===== config.mk =====
export PLATFORM = sky130hd
export DESIGN_NAME = alu_cmd_fsm
export DESIGN_NICKNAME = d
export VERILOG_FILES = /design/src/rtl/alu_pkg.sv /design/src/rtl/alu_cmd_fsm.sv
export SDC_FILE = /design/constraint.sdc
export NUM_CORES = 1
export LEC_CHECK = 0
export BUFFER_PORTS_ARGS = -buffer_cell sky130_fd_sc_hd__buf_2
export CAP_MARGIN = 10
export CORE_AREA = 2 2 110 112
export DETAILED_ROUTE_END_ITERATION = 16
export DIE_AREA = 0 0 112 114
export MAX_ROUTING_LAYER = met4
export PLACE_DENSITY = 0.81
export SLEW_MARGIN = 20
export SYNTH_ARGS = -nofsm -noshare
export SYNTH_HDL_FRONTEND = slang
export SYNTH_SLANG_ARGS = --single-unit
export TNS_END_PERCENT = 5

===== constraint.sdc =====
create_clock -name clk_12mhz_i -period 5.9 [get_ports clk_12mhz_i]
set_clock_uncertainty 0.2 [all_clocks]
set_input_delay 0.885 -clock clk_12mhz_i [delete_from_list [all_inputs] [get_ports clk_12mhz_i]]
set_output_delay 0.885 -clock clk_12mhz_i [all_outputs]
set_load 0.05 [all_outputs]

===== src/rtl/alu_pkg.sv =====
// Shared opcode/state encodings and framing constants for the UART ALU command path.
package alu_pkg;

    typedef enum logic [7:0] {
        OP_ECHO = 8'hEC,
        OP_ADD  = 8'hAD,
        OP_MUL  = 8'h63
    } alu_op_e;

    typedef enum logic [2:0] {
        HDR,
        ECHO,
        OPND,
        RESULT,
        DRAIN
    } alu_state_e;

    localparam int HDR_BYTES  = 4;
    localparam int OPND_BYTES = 4;

endpackage


===== src/rtl/alu_cmd_fsm.sv =====
// Packet parser/executor between uart_rx and uart_tx: echo, 32-bit add, 32-bit multiply.
// Define ALU_MUL_EN to decode opcode 0x63 and build the 32x32 low-product multiplier.
//
// Handshake: a byte moves on a rising edge where tvalid && tready. m_axis_tvalid/tdata come
// straight from a 1-byte register that only reloads when it is empty or being drained, so
// tdata never moves while tvalid && !tready.
module alu_cmd_fsm
    import alu_pkg::*;
#(
    parameter int DATA_WIDTH = 8
) (
    input  logic                  clk_12mhz_i,
    input  logic                  reset_unsafe_i,
    input  logic [DATA_WIDTH-1:0] s_axis_tdata,
    input  logic                  s_axis_tvalid,
    output logic                  s_axis_tready,
    output logic [DATA_WIDTH-1:0] m_axis_tdata,
    output logic                  m_axis_tvalid,
    input  logic                  m_axis_tready,
    output logic                  busy_o,
    output logic                  error_o,
    output alu_state_e            dbg_state
);

    alu_state_e  state_q, state_d;
    logic [1:0]  hdr_idx_q;
    logic [7:0]  opcode_q;
    logic [7:0]  len_lo_q;
    logic [15:0] rem_q;
    logic [1:0]  widx_q;
    logic [23:0] wbuf_q;
    logic        first_q;
    logic [31:0] acc_q;
    logic [1:0]  ridx_q;
    logic [7:0]  out_data_q;
    logic        out_valid_q;
    logic        error_q;

    logic        s_hs, m_hs, hdr_done, rem_last;
    logic        is_arith, arith_ok;
    logic [15:0] len_full, rem_init;
    logic [31:0] word, op_result, acc_next;

    assign s_hs     = s_axis_tvalid && s_axis_tready;
    assign m_hs     = out_valid_q && m_axis_tready;
    assign hdr_done = (state_q == HDR) && s_hs && (hdr_idx_q == 2'(HDR_BYTES - 1));
    assign rem_last = (rem_q == 16'd1);
    assign len_full = {s_axis_tdata, len_lo_q};
    // LEN below the header size is treated as a bare header with no payload.
    assign rem_init = (len_full < 16'(HDR_BYTES)) ? 16'd0 : len_full - 16'(HDR_BYTES);
    assign word     = {s_axis_tdata, wbuf_q};

`ifdef ALU_MUL_EN
    assign is_arith  = (opcode_q == OP_ADD) || (opcode_q == OP_MUL);
    assign op_result = (opcode_q == OP_MUL) ? acc_q * word : acc_q + word;
`else
    assign is_arith  = (opcode_q == OP_ADD);
    assign op_result = acc_q + word;
`endif

    assign arith_ok = is_arith && (len_full >= 16'd8) && (len_full[1:0] == 2'b00);
    assign acc_next = first_q ? word : op_result;

    always_ff @(posedge clk_12mhz_i) begin
        if (reset_unsafe_i) state_q <= HDR;
        else                state_q <= state_d;
    end

    always_comb begin
        state_d = state_q;
        case (state_q)
            HDR: begin
                if (hdr_done) begin
                    if (opcode_q == OP_ECHO)  state_d = (rem_init == 16'd0) ? HDR : ECHO;
                    else if (arith_ok)        state_d = OPND;
                    else                      state_d = (rem_init == 16'd0) ? HDR : DRAIN;
                end
            end
            ECHO:    if (rem_q == 16'd0 && (!out_valid_q || m_axis_tready)) state_d = HDR;
            OPND:    if (s_hs && rem_last) state_d = RESULT;
            RESULT:  if (m_hs && ridx_q == 2'd3) state_d = HDR;
            DRAIN:   if (s_hs && rem_last) state_d = HDR;
            default: state_d = HDR;
        endcase
    end

    always_comb begin
        s_axis_tready = 1'b0;
        case (state_q)
            HDR, OPND, DRAIN: s_axis_tready = 1'b1;
            // Stop taking bytes once the payload is exhausted so the next header is not eaten.
            ECHO:             s_axis_tready = (rem_q != 16'd0) && (!out_valid_q || m_axis_tready);
            default:          s_axis_tready = 1'b0;
        endcase
        busy_o        = (state_q != HDR);
        error_o       = error_q;
        m_axis_tdata  = out_data_q;
        m_axis_tvalid = out_valid_q;
        dbg_state     = state_q;
    end

    always_ff @(posedge clk_12mhz_i) begin
        if (reset_unsafe_i) begin
            hdr_idx_q   <= 2'd0;
            opcode_q    <= 8'd0;
            len_lo_q    <= 8'd0;
            rem_q       <= 16'd0;
            widx_q      <= 2'd0;
            wbuf_q      <= 24'd0;
            first_q     <= 1'b1;
            acc_q       <= 32'd0;
            ridx_q      <= 2'd0;
            out_data_q  <= 8'd0;
            out_valid_q <= 1'b0;
            error_q     <= 1'b0;
        end else begin
            error_q <= hdr_done && (opcode_q != OP_ECHO) && !arith_ok;
            case (state_q)
                HDR: begin
                    if (s_hs) begin
                        hdr_idx_q <= hdr_idx_q + 2'd1;
                        if (hdr_idx_q == 2'd0) opcode_q <= s_axis_tdata;
                        if (hdr_idx_q == 2'd2) len_lo_q <= s_axis_tdata;
                    end
                    if (hdr_done) begin
                        rem_q   <= rem_init;
                        widx_q  <= 2'd0;
                        first_q <= 1'b1;
                        ridx_q  <= 2'd0;
                    end
                end
                ECHO: begin
                    if (s_hs) begin
                        out_data_q  <= s_axis_tdata;
                        out_valid_q <= 1'b1;
                        rem_q       <= rem_q - 16'd1;
                    end else if (m_axis_tready) begin
                        out_valid_q <= 1'b0;
                    end
                end
                OPND: begin
                    if (s_hs) begin
                        rem_q  <= rem_q - 16'd1;
                        widx_q <= widx_q + 2'd1;
                        wbuf_q <= {s_axis_tdata, wbuf_q[23:8]};
                        if (widx_q == 2'(OPND_BYTES - 1)) begin
                            acc_q   <= acc_next;
                            first_q <= 1'b0;
                        end
                        // Byte 0 of the result is loaded on the same edge as the last operand.
                        if (rem_last) begin
                            out_data_q  <= acc_next[7:0];
                            out_valid_q <= 1'b1;
                        end
                    end
                end
                RESULT: begin
                    if (m_hs) begin
                        ridx_q <= ridx_q + 2'd1;
                        case (ridx_q)
                            2'd0:    out_data_q <= acc_q[15:8];
                            2'd1:    out_data_q <= acc_q[23:16];
                            2'd2:    out_data_q <= acc_q[31:24];
                            default: out_valid_q <= 1'b0;
                        endcase
                    end
                end
                DRAIN: begin
                    if (s_hs) rem_q <= rem_q - 16'd1;
                end
                default: ;
            endcase
        end
    end

endmodule


* Word level (Yosys, flattened, before mapping)
Index checks and enable logic that the tools add are counted.
** Cells by class
- $add $sub $neg :: 6
- Order comparisons :: 2
- Equal/unequal tests :: 28
- Multiplexer cells :: 38
- Reduce and logical (&&, ||, !) cells :: 42
** Operators by type and width (number)
- 16-bit two-way mux :: 3
- 8-bit one-hot mux with 3 select lines :: 2
- 32-bit adder :: 1
- 16-bit logical NOT :: 2
- 32-bit two-way mux :: 1
- 8-bit two-way mux :: 4
- 16-bit one-hot mux with 2 select lines :: 1
- 3-bit two-way mux :: 8
- 2-bit != test (second input constant) :: 11
- 3-bit AND reduction :: 6
- 16-bit by 1-bit equality test with 1-bit output (second input constant) :: 1
- 8-bit equality test (second input constant) :: 2
- 16-bit by 4-bit greater-or-equal comparator with 1-bit output (second input constant) :: 1
- 16-bit by 3-bit less-than comparator with 1-bit output (second input constant) :: 1
- 16-bit nonzero test :: 1
- 16-bit by 1-bit subtractor with 16-bit output (second input constant) :: 1
- 16-bit by 3-bit subtractor with 16-bit output (second input constant) :: 1
- 3-bit one-hot mux with 5 select lines :: 1
- 1-bit logical AND :: 12
- 6-bit AND reduction :: 2
- 2-bit equality test (second input constant) :: 5
- 1-bit two-way mux :: 10
- 3-bit OR reduction :: 3
- 8-bit != test (second input constant) :: 1
- other kinds (21) :: 35
** Word-level totals
- Register bits after elaboration :: 108
- Bits of input ports :: 12
- Logic and storage cells :: 129

* Logic depth before layout (Yosys ltp)
- Depth after elaboration :: 9
- Mapped depth :: 12

* Worst setup path after synthesis
Ideal clock, no wire load.
- Path kind :: input to register
- Start :: in s_axis_tdata[0]
- End :: reg acc_q[31]
- Library setup time :: 0.125 ns
- Data arrival time :: 2.871 ns
- Data required time :: 5.575 ns
- Path slack :: 2.703 ns
- Stages :: 10
- Path buffers :: 1
- Cells stage by stage :: ha_1 -> clkbuf_1 -> nand2_1 -> or3_1 -> o32ai_1 -> a21oi_1 -> a21oi_1 -> mux2_2 -> o21ai_0 -> o2bb2ai_1
** Between the ends
- Word-level cells in the longest chain between the ends :: 2
** Ends and longest elaborated chain
- from (decl) :: line alu_cmd_fsm.sv:14 : input logic [DATA_WIDTH-1:0] s_axis_tdata,
- 32-bit adder :: line alu_cmd_fsm.sv:58 : assign op_result = acc_q + word;
- 32-bit two-way mux :: line alu_cmd_fsm.sv:62 : assign acc_next = first_q ? word : op_result;
- to (signal assigned) :: line alu_cmd_fsm.sv:147 : acc_q <= acc_next;
- to (decl) :: line alu_cmd_fsm.sv:33 : logic [31:0] acc_q;
No other way between the ends.
A chain may end at the register's enable or synchronous reset.

* Final worst setup path
- Start :: reg state_q[0] (netlist: dbg_state[0])
- End :: reg acc_q[28]
** Between the ends
- Word-level cells in the longest chain between the ends :: 5
- Elaborated cells between the ends (all ways) :: 8
** Ends and longest elaborated chain
- from (decl) :: line alu_cmd_fsm.sv:25 : alu_state_e state_q, state_d;
- from (signal assigned) :: line alu_cmd_fsm.sv:66 : else state_q <= state_d;
- 3-bit equality test, or another cell as far along :: line alu_cmd_fsm.sv:89 : case (state_q)
- 3-bit OR reduction :: line alu_cmd_fsm.sv:89
- 1-bit one-hot mux with 2 select lines :: line alu_cmd_fsm.sv:89
- 1-bit logical AND :: line alu_cmd_fsm.sv:44 : assign s_hs = s_axis_tvalid && s_axis_tready;
- 3-bit AND reduction (no line) *
Mark *: on every way between the ends. The rest lies on a longest branch, timed or not.

==> run_results.csv <==
group,metric,value,unit
outcome,outcome,"complete, no violations",
place,place_inst,1100,
timing,slew_violations,0,
cts,insertion_delay,0.35,ns
pwr,pwr-share-clk,0.256,
setup_path,worst_path_max_delay_cell,"and2_2",
setup_path,arrival,3.66,ns
grt,overflow,0,
logic_synthesis,synth_flop_cell,"dfxtp_1",
cts,cts_buffer_depth,2,
timing,report.final.setup_viol,0,
pwr,p_seq_frac,0.387,
cells_and_area,antennaDiodeCount,0,
place,gp_congestion,0.938,
setup_path,cp_top_family,"simple AND/OR/NAND/NOR gates",
drt,vias,7194,
logic_synthesis,ys_ff_latch,108,
drt,first_pass_iters,6,
setup_path,critPathKind,"reg -> reg",
timing,hold_ws,0.260,ns
logic_synthesis,synth_nets,1049,
pwr,p_int,1.39,mW
setup_path,crit_buf_inv,0,
grt,gr-usage-met1,0.455,
cts,cts_tree,"built",
pwr,p_switching,888,µW
timing,max_freq,273,MHz
timing,rsz0062_at_grt,"no",
timing,final.setup.tns,0,ns
timing,min_period,3.66,ns
grt,antenna_found_initial,0,
grt,grt_util_met2,0.491,
pwr,power_density,295,nW/µm²
cts,h-tree-depth,3,
job,drv_cap,0,
die,placementRows,40,
grt,track_usage,0.321,
logic_synthesis,yosys.area.top_type,"dfxtp_1",
cells_and_area,fin_util,0.658,
setup_path,crit_cells,6,
logic_synthesis,synth-edff-count,0,
hold_path,hold_path_depth,2,
cells_and_area,finish.cell_count_without_fillers,1115,
logic_synthesis,yosysMostFrequentCell,"nand2_1",
die,start_util,0.627,
die,fp.dieH,114,µm
cts,clk_pin_slew,0.07,ns
grt,grt_start_max_net_pins,60,
setup_path,critPathMaxStageDelay,0.93,ns
cells_and_area,fin_nets,1021,
pwr,peakVddDrop,0.295,mV
cells_and_area,areaGrowthSynthToFinish,4.96,%
logic_synthesis,synthDistinctLibCells,73,
logic_synthesis,ys_top_cells_by_count,"nand2_1 (159), a21oi_1 (111), dfxtp_1 (108)",
logic_synthesis,syn_avg_cell_area,7.40,µm²
drt,post_drt_via_cell_ratio,6.45,
logic_synthesis,synth_warnings,0,
cts,numCtsBuffers,9,
die,die_x,112,µm
timing,period_share,0.620,
setup_path,critPathMaxFanout,53,
drt,totalWireLength,19700,µm
setup_path,critPathLaunchType,"flop",
die,ios,27,
setup_path,crit_chain,"nor2_1 -> nand2_1 -> nor2_4 -> and2_2 -> nor2_1 -> a2111oi_0",
place,dp_hpwl,13700,µm
grt,grt_pass1_vias,6411,
cts,holdBufCountCts,0,
drt,routedWlPerCell,17.6,µm
timing,worst_slew_margin_rel,0.330,
pwr,p_sw_frac,0.390,
logic_synthesis,syn_inst,992,
cts,root_buffer,"clkbuf_16",
cts,cts_resized,0,
hold_path,hold_path.class,"reg -> reg",
setup_path,required,5.90,ns
grt,grt_pass1_wl,32700,µm
timing,tightest_slew,1.00,ns
pwr,combPwrFrac,0.358,
die,core-area,11700,µm²
logic_synthesis,synth_area_leaders,"dfxtp_1 (29%), nand2_1 (8.1%), a21oi_1 (7.6%)",
drt,drc,0,
drt,ant_nets,0,
cells_and_area,drive_gt1_frac,0.0733,
setup_path,end_kind,"flop",
grt,grt_most_used_layer,"met2",
die,design.die.area,12800,µm²
setup_path,r2r_setup_slack,2.24,ns
grt,met3_usage,0.0255,
logic_synthesis,synth_seq_area_share,0.295,
cts,clock_sinks,108,
cts,cts_setup_buffers,0,
place,io_buffers,26,
setup_path,r2r_cells,6,
drt,drt_iter0_drc,931,
logic_synthesis,synthArstFlopShare,0,
logic_synthesis,netlist.area_leader.share,0.295,
pwr,cellLeakagePower,2.81,nW
timing,finalHoldViolCount,0,
setup_path,path_common_cell,"nor2_1",
logic_synthesis,syn_area,7340,µm²
## area by class of cell
type,count,area (µm²)
Multi-Input combinational cell,793,4830
Fill cell,1022,4010
Sequential cell,108,2160
Clock buffer,10,239
Tap cell,147,184
Timing Repair Buffer,31,170
Inverter,21,78.8
Clock inverter,5,37.5
## power by group through the flow
stage          logic [mW]  registers (mW)  clock network, mW
6_report            0.814           0.880              0.581
5_1_grt             0.906           0.893              0.607
3_3_place_gp        0.786           0.892                  0
3_5_place_dp        0.793           0.894                  0
4_1_cts             0.797           0.878              0.584
2_1_floorplan       0.603           0.928                  0
## through the flow
stage | power, mW | worst slack, ns | area [µm²]
detailed placement | 1.69 | 2.17 | 7420
finish | 2.28 | 2.24 | 7700
floorplan | 1.53 | 2.70 | 7340
CTS | 2.26 | 2.04 | 7690
global route | 2.41 | 1.92 | 7700
global placement | 1.68 | 2.34 | 7420
## flip-flops by register name (all words and copies together), names as in the netlist
name and flops:
acc_q 32, wbuf_q 24, rem_q 16, len_lo_q 8, m_axis_tdata 8, opcode_q 8, dbg_state 3, hdr_idx_q 2
ridx_q 2, widx_q 2, error_o 1, first_q 1, m_axis_tvalid 1
## layer usage
layer	wire length, µm	share of wire	up-vias
met4	287	0.015	0
met2	8830	0.45	272
met1	9210	0.47	3367
met5	0	0	-
met3	1340	0.068	26
li1	-	-	3529
## layout by cell type (no fill, tap or decap), types with 11 or more instances in the layout
cell type / count
ha_1: 44
a22oi_1: 14
dfxtp_1: 108
buf_2: 25
o21ai_0: 47
a21oi_1: 111
a21o_1: 19
a31oi_1: 12
nor2_1: 90
o211ai_1: 30
inv_1: 20
a211oi_1: 20
a311oi_1: 11
nand3_1: 32
nand2b_1: 18
nand2_1: 159
nor3_1: 22
xnor2_1: 25
## cell families after synthesis
| logic type | Yosys count | share of synthesized area |
|---|---|---|
| flip-flops | 108 | 0.295 |
| multiplexers | 10 | 0.0138 |
| adder cells (fa/ha/maj) | 45 | 0.0777 |
| buffers and inverters | 91 | 0.0491 |
| AND/OR/NAND/NOR | 385 | 0.245 |
| XOR/XNOR | 33 | 0.0394 |
| AO/OA/AOI/OAI | 320 | 0.280 |
## path summary, 6_finish.rpt
path,endpoint,startpoint
worst max-delay path,acc_q[28],dbg_state[0]
worst min-delay path,rem_q[7],rem_q[7]
worst max register to register,acc_q[28],dbg_state[0]
worst min register to register,rem_q[7],rem_q[7]
## worst reg2reg max path, stage by stage, from the launching register on
cell and delay [ns]:
dfxtp_1 0.61, nor2_1 0.45, nand2_1 0.22, nor2_4 0.57, and2_2 0.94, nor2_1 0.13, a2111oi_0 0.39
No activity file was read; power rests on OpenSTA's default activity.
